## src/rtl/mips_encode_loader_pkg.sv

```systemverilog
`default_nettype none
// +--------------------------------------------------------------------------+
// | mips_encode_loader_pkg: opcode/funct codes, formats, states, packer      |
// | Revision: 1.0                                                            |
// +--------------------------------------------------------------------------+
package mips_encode_loader_pkg;

   // Primary opcode field values shared with mips_decode
   localparam logic [5:0] OP_SPECIAL = 6'h00;
   localparam logic [5:0] OP_J       = 6'h02;
   localparam logic [5:0] OP_JAL     = 6'h03;
   localparam logic [5:0] OP_BEQ     = 6'h04;
   localparam logic [5:0] OP_BNE     = 6'h05;
   localparam logic [5:0] OP_ADDI    = 6'h08;
   localparam logic [5:0] OP_ADDIU   = 6'h09;
   localparam logic [5:0] OP_SLTI    = 6'h0A;
   localparam logic [5:0] OP_ANDI    = 6'h0C;
   localparam logic [5:0] OP_ORI     = 6'h0D;
   localparam logic [5:0] OP_XORI    = 6'h0E;
   localparam logic [5:0] OP_LUI     = 6'h0F;
   localparam logic [5:0] OP_LW      = 6'h23;
   localparam logic [5:0] OP_SW      = 6'h2B;

   // Funct field values for OP_SPECIAL
   localparam logic [5:0] OP0_SLL  = 6'h00;
   localparam logic [5:0] OP0_SRL  = 6'h02;
   localparam logic [5:0] OP0_JR   = 6'h08;
   localparam logic [5:0] OP0_ADD  = 6'h20;
   localparam logic [5:0] OP0_ADDU = 6'h21;
   localparam logic [5:0] OP0_SUB  = 6'h22;
   localparam logic [5:0] OP0_AND  = 6'h24;
   localparam logic [5:0] OP0_OR   = 6'h25;
   localparam logic [5:0] OP0_XOR  = 6'h26;
   localparam logic [5:0] OP0_NOR  = 6'h27;
   localparam logic [5:0] OP0_SLT  = 6'h2A;

   localparam logic [1:0] FMT_R   = 2'd0;
   localparam logic [1:0] FMT_I   = 2'd1;
   localparam logic [1:0] FMT_J   = 2'd2;
   localparam logic [1:0] FMT_BAD = 2'd3;

   typedef enum logic [1:0] {
      ST_IDLE  = 2'd0,
      ST_RUN   = 2'd1,
      ST_DRAIN = 2'd2,
      ST_DONE  = 2'd3
   } state_t;

   function automatic logic [31:0] encode_word(
      input logic [1:0]  fmt,
      input logic [5:0]  opcode,
      input logic [4:0]  rs,
      input logic [4:0]  rt,
      input logic [4:0]  rd,
      input logic [4:0]  shamt,
      input logic [5:0]  funct,
      input logic [15:0] imm,
      input logic [25:0] target
   );
      logic [31:0] word;
      word = 32'd0;
      case (fmt)
         FMT_R:   word = {opcode, rs, rt, rd, shamt, funct};
         FMT_I:   word = {opcode, rs, rt, imm};
         FMT_J:   word = {opcode, target};
         default: word = 32'd0;
      endcase
      return word;
   endfunction

endpackage
`default_nettype wire

```

## src/rtl/mips_encode_loader_instr_fifo.sv

```systemverilog
`default_nettype none
// +--------------------------------------------------------------------------+
// | instr_fifo: DEPTH x WIDTH synchronous FIFO, pointer-based full/empty     |
// | Revision: 1.0                                                            |
// +--------------------------------------------------------------------------+
module instr_fifo #(
   parameter int DEPTH = 4,
   parameter int WIDTH = 32
) (
   input  logic             clock,
   input  logic             reset,
   input  logic             push,
   input  logic [WIDTH-1:0] push_data,
   input  logic             pop,
   output logic [WIDTH-1:0] head,
   output logic             full,
   output logic             empty
);
   localparam int AW = $clog2(DEPTH);

   logic [AW:0]      wr_ptr;
   logic [AW:0]      rd_ptr;
   logic [WIDTH-1:0] mem [DEPTH];

   always_ff @(posedge clock) begin
      if (!reset) begin
         wr_ptr <= '0;
         rd_ptr <= '0;
      end else begin
         if (push && !full)
            wr_ptr <= wr_ptr + 1'b1;
         if (pop && !empty)
            rd_ptr <= rd_ptr + 1'b1;
      end
   end

   // Storage carries no reset; validity is tracked by the pointers alone
   always_ff @(posedge clock) begin
      if (push && !full)
         mem[wr_ptr[AW-1:0]] <= push_data;
   end

   assign empty = (wr_ptr == rd_ptr);
   assign full  = (wr_ptr[AW] != rd_ptr[AW]) && (wr_ptr[AW-1:0] == rd_ptr[AW-1:0]);
   assign head  = mem[rd_ptr[AW-1:0]];

endmodule
`default_nettype wire

```

## src/rtl/mips_encode_loader.sv

```systemverilog
`default_nettype none
// +--------------------------------------------------------------------------+
// | mips_encode_loader: packs MIPS fields into words, writes them to memory  |
// | Revision: 1.0                                                            |
// +--------------------------------------------------------------------------+
module mips_encode_loader
   import mips_encode_loader_pkg::*;
#(
   parameter int          DEPTH     = 4,
   parameter logic [31:0] BASE_ADDR = 32'h00400000,
   parameter int          CNT_W     = 16
) (
   input  logic             clock,
   input  logic             reset,
   input  logic             start,
   input  logic             finish,
   input  logic             in_valid,
   output logic             in_ready,
   input  logic [1:0]       in_fmt,
   input  logic [5:0]       in_opcode,
   input  logic [4:0]       in_rs,
   input  logic [4:0]       in_rt,
   input  logic [4:0]       in_rd,
   input  logic [4:0]       in_shamt,
   input  logic [5:0]       in_funct,
   input  logic [15:0]      in_imm,
   input  logic [25:0]      in_target,
   output logic [31:0]      mem_addr,
   output logic [31:0]      mem_data,
   output logic             mem_we,
   input  logic             mem_ack,
   output logic [CNT_W-1:0] count,
   output logic             busy,
   output logic             done,
   output logic             err
);
   state_t      state;
   state_t      state_nx;
   logic        fifo_full;
   logic        fifo_empty;
   logic [31:0] fifo_head;
   logic [31:0] enc_word;
   logic        accept;
   logic        push;
   logic        ack;
   logic        load_out;
   logic        enter_run;
   logic        out_valid;

   always_ff @(posedge clock) begin
      if (!reset)
         state <= ST_IDLE;
      else
         state <= state_nx;
   end

   always_comb begin
      state_nx = state;
      case (state)
         ST_IDLE:  if (start) state_nx = ST_RUN;
         ST_RUN:   if (finish) state_nx = ST_DRAIN;
         ST_DRAIN: if (fifo_empty && !out_valid) state_nx = ST_DONE;
         ST_DONE:  if (start) state_nx = ST_RUN;
         default:  state_nx = ST_IDLE;
      endcase
   end

   always_comb begin
      busy     = (state == ST_RUN) || (state == ST_DRAIN);
      done     = (state == ST_DONE);
      in_ready = (state == ST_RUN) && !fifo_full;
   end

   assign enter_run = start && ((state == ST_IDLE) || (state == ST_DONE));
   assign accept    = in_valid && in_ready;
   assign push      = accept && (in_fmt != FMT_BAD);
   assign enc_word  = encode_word(in_fmt, in_opcode, in_rs, in_rt, in_rd,
                                  in_shamt, in_funct, in_imm, in_target);
   assign ack       = out_valid && mem_ack;
   // Refill on the ack edge itself so a held ack streams one word per cycle
   assign load_out  = !fifo_empty && (!out_valid || mem_ack);
   assign mem_we    = out_valid;

   instr_fifo #(
      .DEPTH (DEPTH),
      .WIDTH (32)
   ) u_fifo (
      .clock     (clock),
      .reset     (reset),
      .push      (push),
      .push_data (enc_word),
      .pop       (load_out),
      .head      (fifo_head),
      .full      (fifo_full),
      .empty     (fifo_empty)
   );

   always_ff @(posedge clock) begin
      if (!reset) begin
         out_valid <= 1'b0;
         mem_data  <= 32'd0;
         mem_addr  <= BASE_ADDR;
         count     <= '0;
         err       <= 1'b0;
      end else begin
         if (load_out) begin
            mem_data  <= fifo_head;
            out_valid <= 1'b1;
         end else if (ack) begin
            out_valid <= 1'b0;
         end

         if (enter_run) begin
            mem_addr <= BASE_ADDR;
            count    <= '0;
            err      <= 1'b0;
         end else begin
            if (ack) begin
               mem_addr <= mem_addr + 32'd4;
               if (count != {CNT_W{1'b1}})
                  count <= count + 1'b1;
            end
            if (accept && (in_fmt == FMT_BAD))
               err <= 1'b1;
         end
      end
   end

endmodule
`default_nettype wire

```

## config.mk

```make
export PLATFORM = sky130hd
export DESIGN_NAME = mips_encode_loader
export DESIGN_NICKNAME = d
export VERILOG_FILES = /design/src/rtl/mips_encode_loader_pkg.sv /design/src/rtl/mips_encode_loader_instr_fifo.sv /design/src/rtl/mips_encode_loader.sv
export SDC_FILE = /design/constraint.sdc
export NUM_CORES = 1
export LEC_CHECK = 0
export CAP_MARGIN = 10
export CORE_MARGIN = 10
export CORE_UTILIZATION = 44
export DETAILED_ROUTE_END_ITERATION = 8
export GPL_ROUTABILITY_DRIVEN = 0
export PLACE_DENSITY = 0.71
export SLEW_MARGIN = 25
export SYNTH_ARGS = -nofsm -noshare
export SYNTH_HDL_FRONTEND = slang
export SYNTH_SLANG_ARGS = --single-unit
```

## constraint.sdc

```tcl
create_clock -name clock -period 7.05 [get_ports clock]
set_input_delay 1.41 -clock clock [delete_from_list [all_inputs] [get_ports clock]]
set_output_delay 1.41 -clock clock [all_outputs]
set_load 0.02 [all_outputs]
```

==> flow_metrics.tcl, run 1 <==
set metrics [dict create \
    first_global_vias 6093 \
    rows 52 \
    wire_per_inst_um 17.8 \
    tightestPinTransition_ns 0.905 \
    yosysUniqueCellTypes 49 \
    start_util_pct 45.0 \
    holdPathEnd "mem_data[8]" \
    dieArea_um2 27000 \
    post_synth_xor_area_fraction_pct 4.45 \
    crit_start "u_fifo.rd_ptr[1]" \
    yosysSeqAreaShare_pct 61.1 \
    critPathMaxStageDelay_ns 0.92 \
    h-tree-depth 1 \
    synth-seq-cells 216 \
    slew_violations 0 \
    num_vias 6022 \
    p_int_mw 2.79 \
    yosys_most_used_dff "edfxtp_1" \
    setup.worst_path.end_class "output port" \
    avgSynthCellArea_um2 12.6 \
    drc 0 \
    ys_async_sr_fraction_pct 0 \
    cts_resized 0 \
    dieHeight_um 164 \
    min_from "mem_data[8]" \
    clock_latency_ns 0.51 \
    drt-initial-drc-count 463 \
    max-vdd-ir-drop_uv 193 \
    min_path_cells 2 \
    portBuffers 164 \
    p_sw_share_pct 29.3 \
    status "completed" \
    clk_pin_slew_worst_paths_ns 0.06 \
    grt_overflow 0 \
    postCtsHoldBufs 0 \
    worstPathMaxFanout 35 \
    grt_usage_pct 15.1 \
    cp_cell_sequence "xnor2_2 -> a31oi_2 -> clkdlybuf4s50_1" \
    hold_viol 0 \
    fmax_mhz 243 \
    synth-adder-area-share_pct 1.36 \
    dp_hpwl_mm 14.1 \
    r2r_end "u_fifo.mem[1][17]" \
    grt_max_degree 47 \
    r2r_cells 4 \
    fin_tns_setup_ns 0 \
    arrival_ns 2.71 \
    cap_violations 0 \
    vias_per_cell 5.14 \
    ys_warn_count 0 \
    insertedDiodeCount 0 \
    p_leak_nw 3.93 \
    switchingPower_mw 1.16 \
    p_seq_share_pct 39.4 \
    cp.required_ns 5.64 \
    synthesis.area_um2 9170 \
    min_period_ns 4.12 \
    final_nets 977 \
    clk_path_buf_depth 3 \
    cp_slowest_cell "dfxtp_2" \
    grt_pass1_wl_mm 33.0 \
    worstReg2RegStart "u_fifo.rd_ptr[1]" \
    post_cts_buffers 0 \
    synth_simple_gate_area_share_pct 13.7 \
    wirelength_mm 20.9 \
    ant_nets 0 \
    r2r_slack_ns 3.99 \
    combinationalPowerShare_pct 27.1 \
    synth_top_family_by_area "simple AND/OR/NAND/NOR gates" \
    synth_mux_area_share_pct 9.82 \
    synth_compound_area_share_pct 6.55 \
    drive_above_1_share_pct 11.9 \
    antenna_found_initial 0 \
    netlist_instances 727 \
    power_density_nw_per_um2 332 \
    crit_type "reg2out" \
    cts_made_buffers 23 \
    cts.sinks 216 \
    drtPass1Iterations 5 \
    worstHoldPathType "reg2reg" \
    post-route-period-util_pct 58.5 \
    fin_worst_skew_ns 0.00667 \
    finalSetupViolCount 0 \
    synth_edf_count 128 \
    syn_to_final_growth_pct 29.8 \
    power_mw 3.95 \
    ctsRootBufferMaster "clkbuf_16" \
    io_pins 167 \
    crit_path_start_kind "flip-flop" \
    p_clk_share_pct 33.5 \
    rsz0062_at_grt "no" \
    cts_tree "built" \
    die_x_um 164 \
    slew_headroom_pct 39.7 \
    core_area_um2 20400 \
]
-- Yosys cell counts (3+ instances only) --
library cell	instances	area share, %
a21boi_1	32	2.6
a21oi_1	16	0.87
and2_1	14	0.95
and3_1	3	0.20
and4_1	7	0.67
buf_2	16	0.87
buf_4	5	0.41
clkbuf_1	18	0.74
dfxtp_1	88	19
edfxtp_1	128	42
ha_1	10	1.4
inv_1	24	0.98
mux2i_1	18	2.0
mux4_2	32	7.9
nand2_1	120	4.9
nand3_1	11	0.60
nand4_1	10	0.68
nor2_1	41	1.7
nor2b_1	4	0.27
nor3_1	10	0.55
nor4_2	7	0.95
nor4b_2	3	0.49
o21ai_0	35	1.9
or3_1	6	0.41
xnor2_1	34	3.2
xor2_1	7	0.67
-- worst max-delay path by stage --
stage                         to
2_1_floorplan  u_fifo.mem[2][10]
3_3_place_gp   u_fifo.mem[0][11]
3_5_place_dp   u_fifo.mem[1][11]
4_1_cts                 in_ready
5_1_grt                 in_ready
6_report                in_ready
-- metrics by stage --
stage / util, % / cell area, µm² / setup WS (ns) / std cells / hold slack, ns
floorplan: - / 9180 / 3.84 / 728 / 0.471
CTS: 58.3 / 11900 / 2.89 / 1171 / 0.456
global placement: 54.2 / 11000 / 3.30 / 1129 / 0.442
global route: 58.5 / 11900 / 2.81 / 1172 / 0.474
finish: 58.5 / 11900 / 2.93 / 1172 / 0.452
detailed placement: 54.2 / 11000 / 3.22 / 1129 / 0.448
-- placed cells by master (no fill, tap or decap), types with 3 or more instances in the layout --
cell             instances
a21oi_1                 16
nor2_1                  41
nor2b_1                  3
and2_1                  11
xnor2_1                 34
inv_1                   24
and3_1                   3
xor2_1                   7
clkdlybuf4s50_1        163
dfxtp_1                 86
and2_2                   3
clkinv_2                 3
clkinvlp_4               3
edfxtp_1               128
o21ai_0                 35
a21boi_1                32
nor4_2                   7
nand4_1                 10
buf_4                    6
mux2i_1                 18
and4_1                   7
ha_1                    10
nand3_1                 11
clkbuf_16               23
or3_1                    6
nor3_1                  10
mux4_2                  32
nand2_1                120
nor4b_2                  3
bufinv_16                6
-- kinds of logic after synthesis --
family,count (synthesis)
xor+xnor,44
mux,50
buf+inv,63
simple gates,249
other cells,1
compound gates,94
flops,216
fa+ha+maj,10
-- power groups by stage --
| stage | clock, mW | combinational, mW | sequential (mW) |
|---|---|---|---|
| floorplan | 0 | 0.594 | 1.65 |
| global placement | 0 | 1.05 | 1.58 |
| detailed placement | 0 | 1.06 | 1.58 |
| CTS | 1.35 | 1.06 | 1.56 |
| global route | 1.41 | 1.17 | 1.58 |
| finish | 1.32 | 1.07 | 1.56 |
-- layer usage --
metal  routed length (µm)  part of all wire [%]  up-vias  track usage (%)
met4                  296                   1.4        0             3.50
met5                    0                     0        -                0
met3                 1660                   8.0       23             4.26
met1                 9010                    43     2892             19.5
met2                 9900                    47      180             24.8
li1                     -                     -     2927                -
-- state kept, by name, indices dropped and copies added (netlist names) --
register,count
state,2
u_fifo.mem,128
mem_we,1
u_fifo.rd_ptr,3
u_fifo.wr_ptr,3
err,1
mem_data,32
count,16
mem_addr,30
-- layout make-up --
class / count / area, µm²
tap: 270 / 338
clock buffer: 26 / 597
inverter: 24 / 90.1
clock inverter: 16 / 243
fill: 1679 / 8460
timing repair buffer: 171 / 1710
sequential: 216 / 5610
multi-input combinational: 449 / 3320
-- critical path, delay by kind of cell (launching register included) --
kind | cells | cell delay, ns
flip-flops | 1 | 0.92
AO/OA/AOI/OAI | 1 | 0.38
XOR/XNOR | 1 | 0.23
buffers and inverters | 1 | 0.68
(Power assumes the default switching activity.)
==> run 2, diff against run 1 <==
--- a/config.mk
+++ b/config.mk
@@ -10,7 +10,7 @@
 export CORE_UTILIZATION = 44
 export DETAILED_ROUTE_END_ITERATION = 8
 export GPL_ROUTABILITY_DRIVEN = 0
-export PLACE_DENSITY = 0.71
+export PLACE_DENSITY = 0.74
 export SLEW_MARGIN = 25
 export SYNTH_ARGS = -nofsm -noshare
 export SYNTH_HDL_FRONTEND = slang
==> constraint.sdc (replaced) <==
create_clock -name clock -period 3.3 [get_ports clock]
set_input_delay 0.66 -clock clock [delete_from_list [all_inputs] [get_ports clock]]
set_output_delay 0.66 -clock clock [all_outputs]
set_load 0.02 [all_outputs]
==> run 2 against run 1 <==
Compared with the run above:
- routed wire length grew 1.5%
- clock power grew 110%
- design area grew 0.67%
- critical path depth is the same
- utilization grew 0.39 points
- global-route usage grew 0.20 points
- highest routed layer unchanged
==> flow_metrics.tcl, run 2 (synthesis results as in run 1) <==
set metrics [dict create \
    status "completed" \
    crit_path_start_kind "flip-flop" \
    start_util_pct 45.0 \
    setup_ws_ns 0.494 \
    fin_worst_skew_ns 0.0168 \
    ant_nets 0 \
    drt-met1-wl_mm 9.06 \
    cts.sinks 216 \
    tightestPinTransition_ns 0.971 \
    clk_pin_slew_worst_paths_ns 0.06 \
    vias_per_cell 5.16 \
    worstPathMaxFanout 5 \
    antenna_found_initial 0 \
    nFillCells 1627 \
    wirelength_mm 21.2 \
    clk_path_buf_depth 3 \
    switchingPower_mw 2.52 \
    cap_violations 0 \
    portBuffers 164 \
    p_clk_share_pct 32.7 \
    largest_reg_flops 128 \
    fmax_mhz 356 \
    wire_per_inst_um 17.9 \
    worstHoldPathType "reg2reg" \
    dp.cells 1140 \
    syn_to_final_growth_pct 30.6 \
    p_seq_share_pct 39.2 \
    cp.required_ns 2.64 \
    setup.worst_path.end_class "output port" \
    cts_tree "built" \
    die_x_um 164 \
    first_global_vias 6178 \
    max-vdd-ir-drop_uv 485 \
    dieArea_um2 27000 \
    rsz0062_at_grt "no" \
    cts_resized 0 \
    clock_latency_ns 0.52 \
    routed-wl-met2_mm 9.88 \
    hold_viol 0 \
    layout_common_cells "clkdlybuf4s50_1 (163), edfxtp_1 (128), nand2_1 (120)" \
    post_cts_buffers 0 \
    grt_overflow 0 \
    num_vias 6093 \
    power_density_nw_per_um2 700 \
    min_period_ns 2.81 \
    postCtsHoldBufs 0 \
    drtPass1Iterations 5 \
    dieHeight_um 164 \
    placed_cell_area_um2 11200 \
    combinationalPowerShare_pct 28.1 \
    p_int_mw 5.87 \
    layout_commonest_cell "clkdlybuf4s50_1" \
    post-route-period-util_pct 85.0 \
    insertedDiodeCount 0 \
    final_nets 987 \
    core_area_um2 20400 \
    instances_no_fill 1181 \
    grt_usage_pct 15.3 \
    fin_tns_setup_ns 0 \
    top_layer "met4" \
    cts_made_buffers 23 \
    dp_slack_ns 0.757 \
    grt_pass1_wl_mm 33.2 \
    dp_hpwl_mm 14.4 \
    finalInstanceArea_um2 12000 \
    ctsRootBufferMaster "clkbuf_16" \
    dr_wl_met3_mm 1.92 \
    grt_max_degree 46 \
    drt-initial-drc-count 374 \
    rows 52 \
    h-tree-depth 1 \
    arrival_ns 2.15 \
    slew_violations 0 \
    drc 0 \
    slew_headroom_pct 35.1 \
    finalSetupViolCount 0 \
    crit_type "reg2out" \
    drive_above_1_share_pct 12.7 \
    p_leak_nw 3.98 \
    p_sw_share_pct 30.0 \
    io_pins 167 \
]
==> run 2: cell types whose count changed in the layout (fill, tap and decap cells not counted), sizes merged <==
cell and change:
clkbuf -2, bufinv -1, clkinv +2, buf +10
==> run 2: routing by layer <==
| metal | up-vias | track usage (%) |
|---|---|---|
| li1 | 2945 | - |
| met5 | - | 0 |
| met3 | 28 | 4.66 |
| met4 | 0 | 3.18 |
| met1 | 2920 | 19.3 |
| met2 | 200 | 25.7 |
==> run 2: final timing paths <==
kind,cells after the start,slack (ns),endpoint,startpoint
setup / recovery,3,0.49,in_ready,u_fifo.wr_ptr[1]
hold / removal,2,0.45,mem_data[31],mem_data[31]
setup reg to reg,5,1.07,u_fifo.mem[2][1],u_fifo.wr_ptr[1]
hold reg to reg,2,0.45,mem_data[31],mem_data[31]
==> run 2: through the flow <==
step	utilization [%]	power, mW	hold slack (ns)
finish	58.8	8.39	0.450
global route	58.8	8.81	0.477
CTS	58.8	8.49	0.454
detailed placement	54.8	5.73	0.447
global placement	54.8	5.70	0.440
floorplan	-	4.79	0.471
==> run 2: power by group through the flow <==
stage	clock network [mW]	registers [mW]	logic, mW
3_5_place_dp	0	3.34	2.39
2_1_floorplan	0	3.52	1.27
5_1_grt	2.91	3.32	2.58
3_3_place_gp	0	3.33	2.37
4_1_cts	2.80	3.29	2.41
6_report	2.75	3.29	2.36
==> run 2: critical path, cell delays in order, from the launching register on <==
cell and delay, ns:
dfxtp_1 0.45, xnor2_2 0.17, a31oi_2 0.33, clkdlybuf4s50_1 0.68
==> run 2: layout make-up <==
cell class	count	area, µm²	share of cell area, %
Clock buffer	24	579	4.83
Clock inverter	17	235	1.96
Tap cell	270	338	2.82
Inverter	24	90.1	0.752
Sequential cell	216	5610	46.8
Timing Repair Buffer	181	1810	15.1
Multi-Input combinational cell	449	3320	27.7
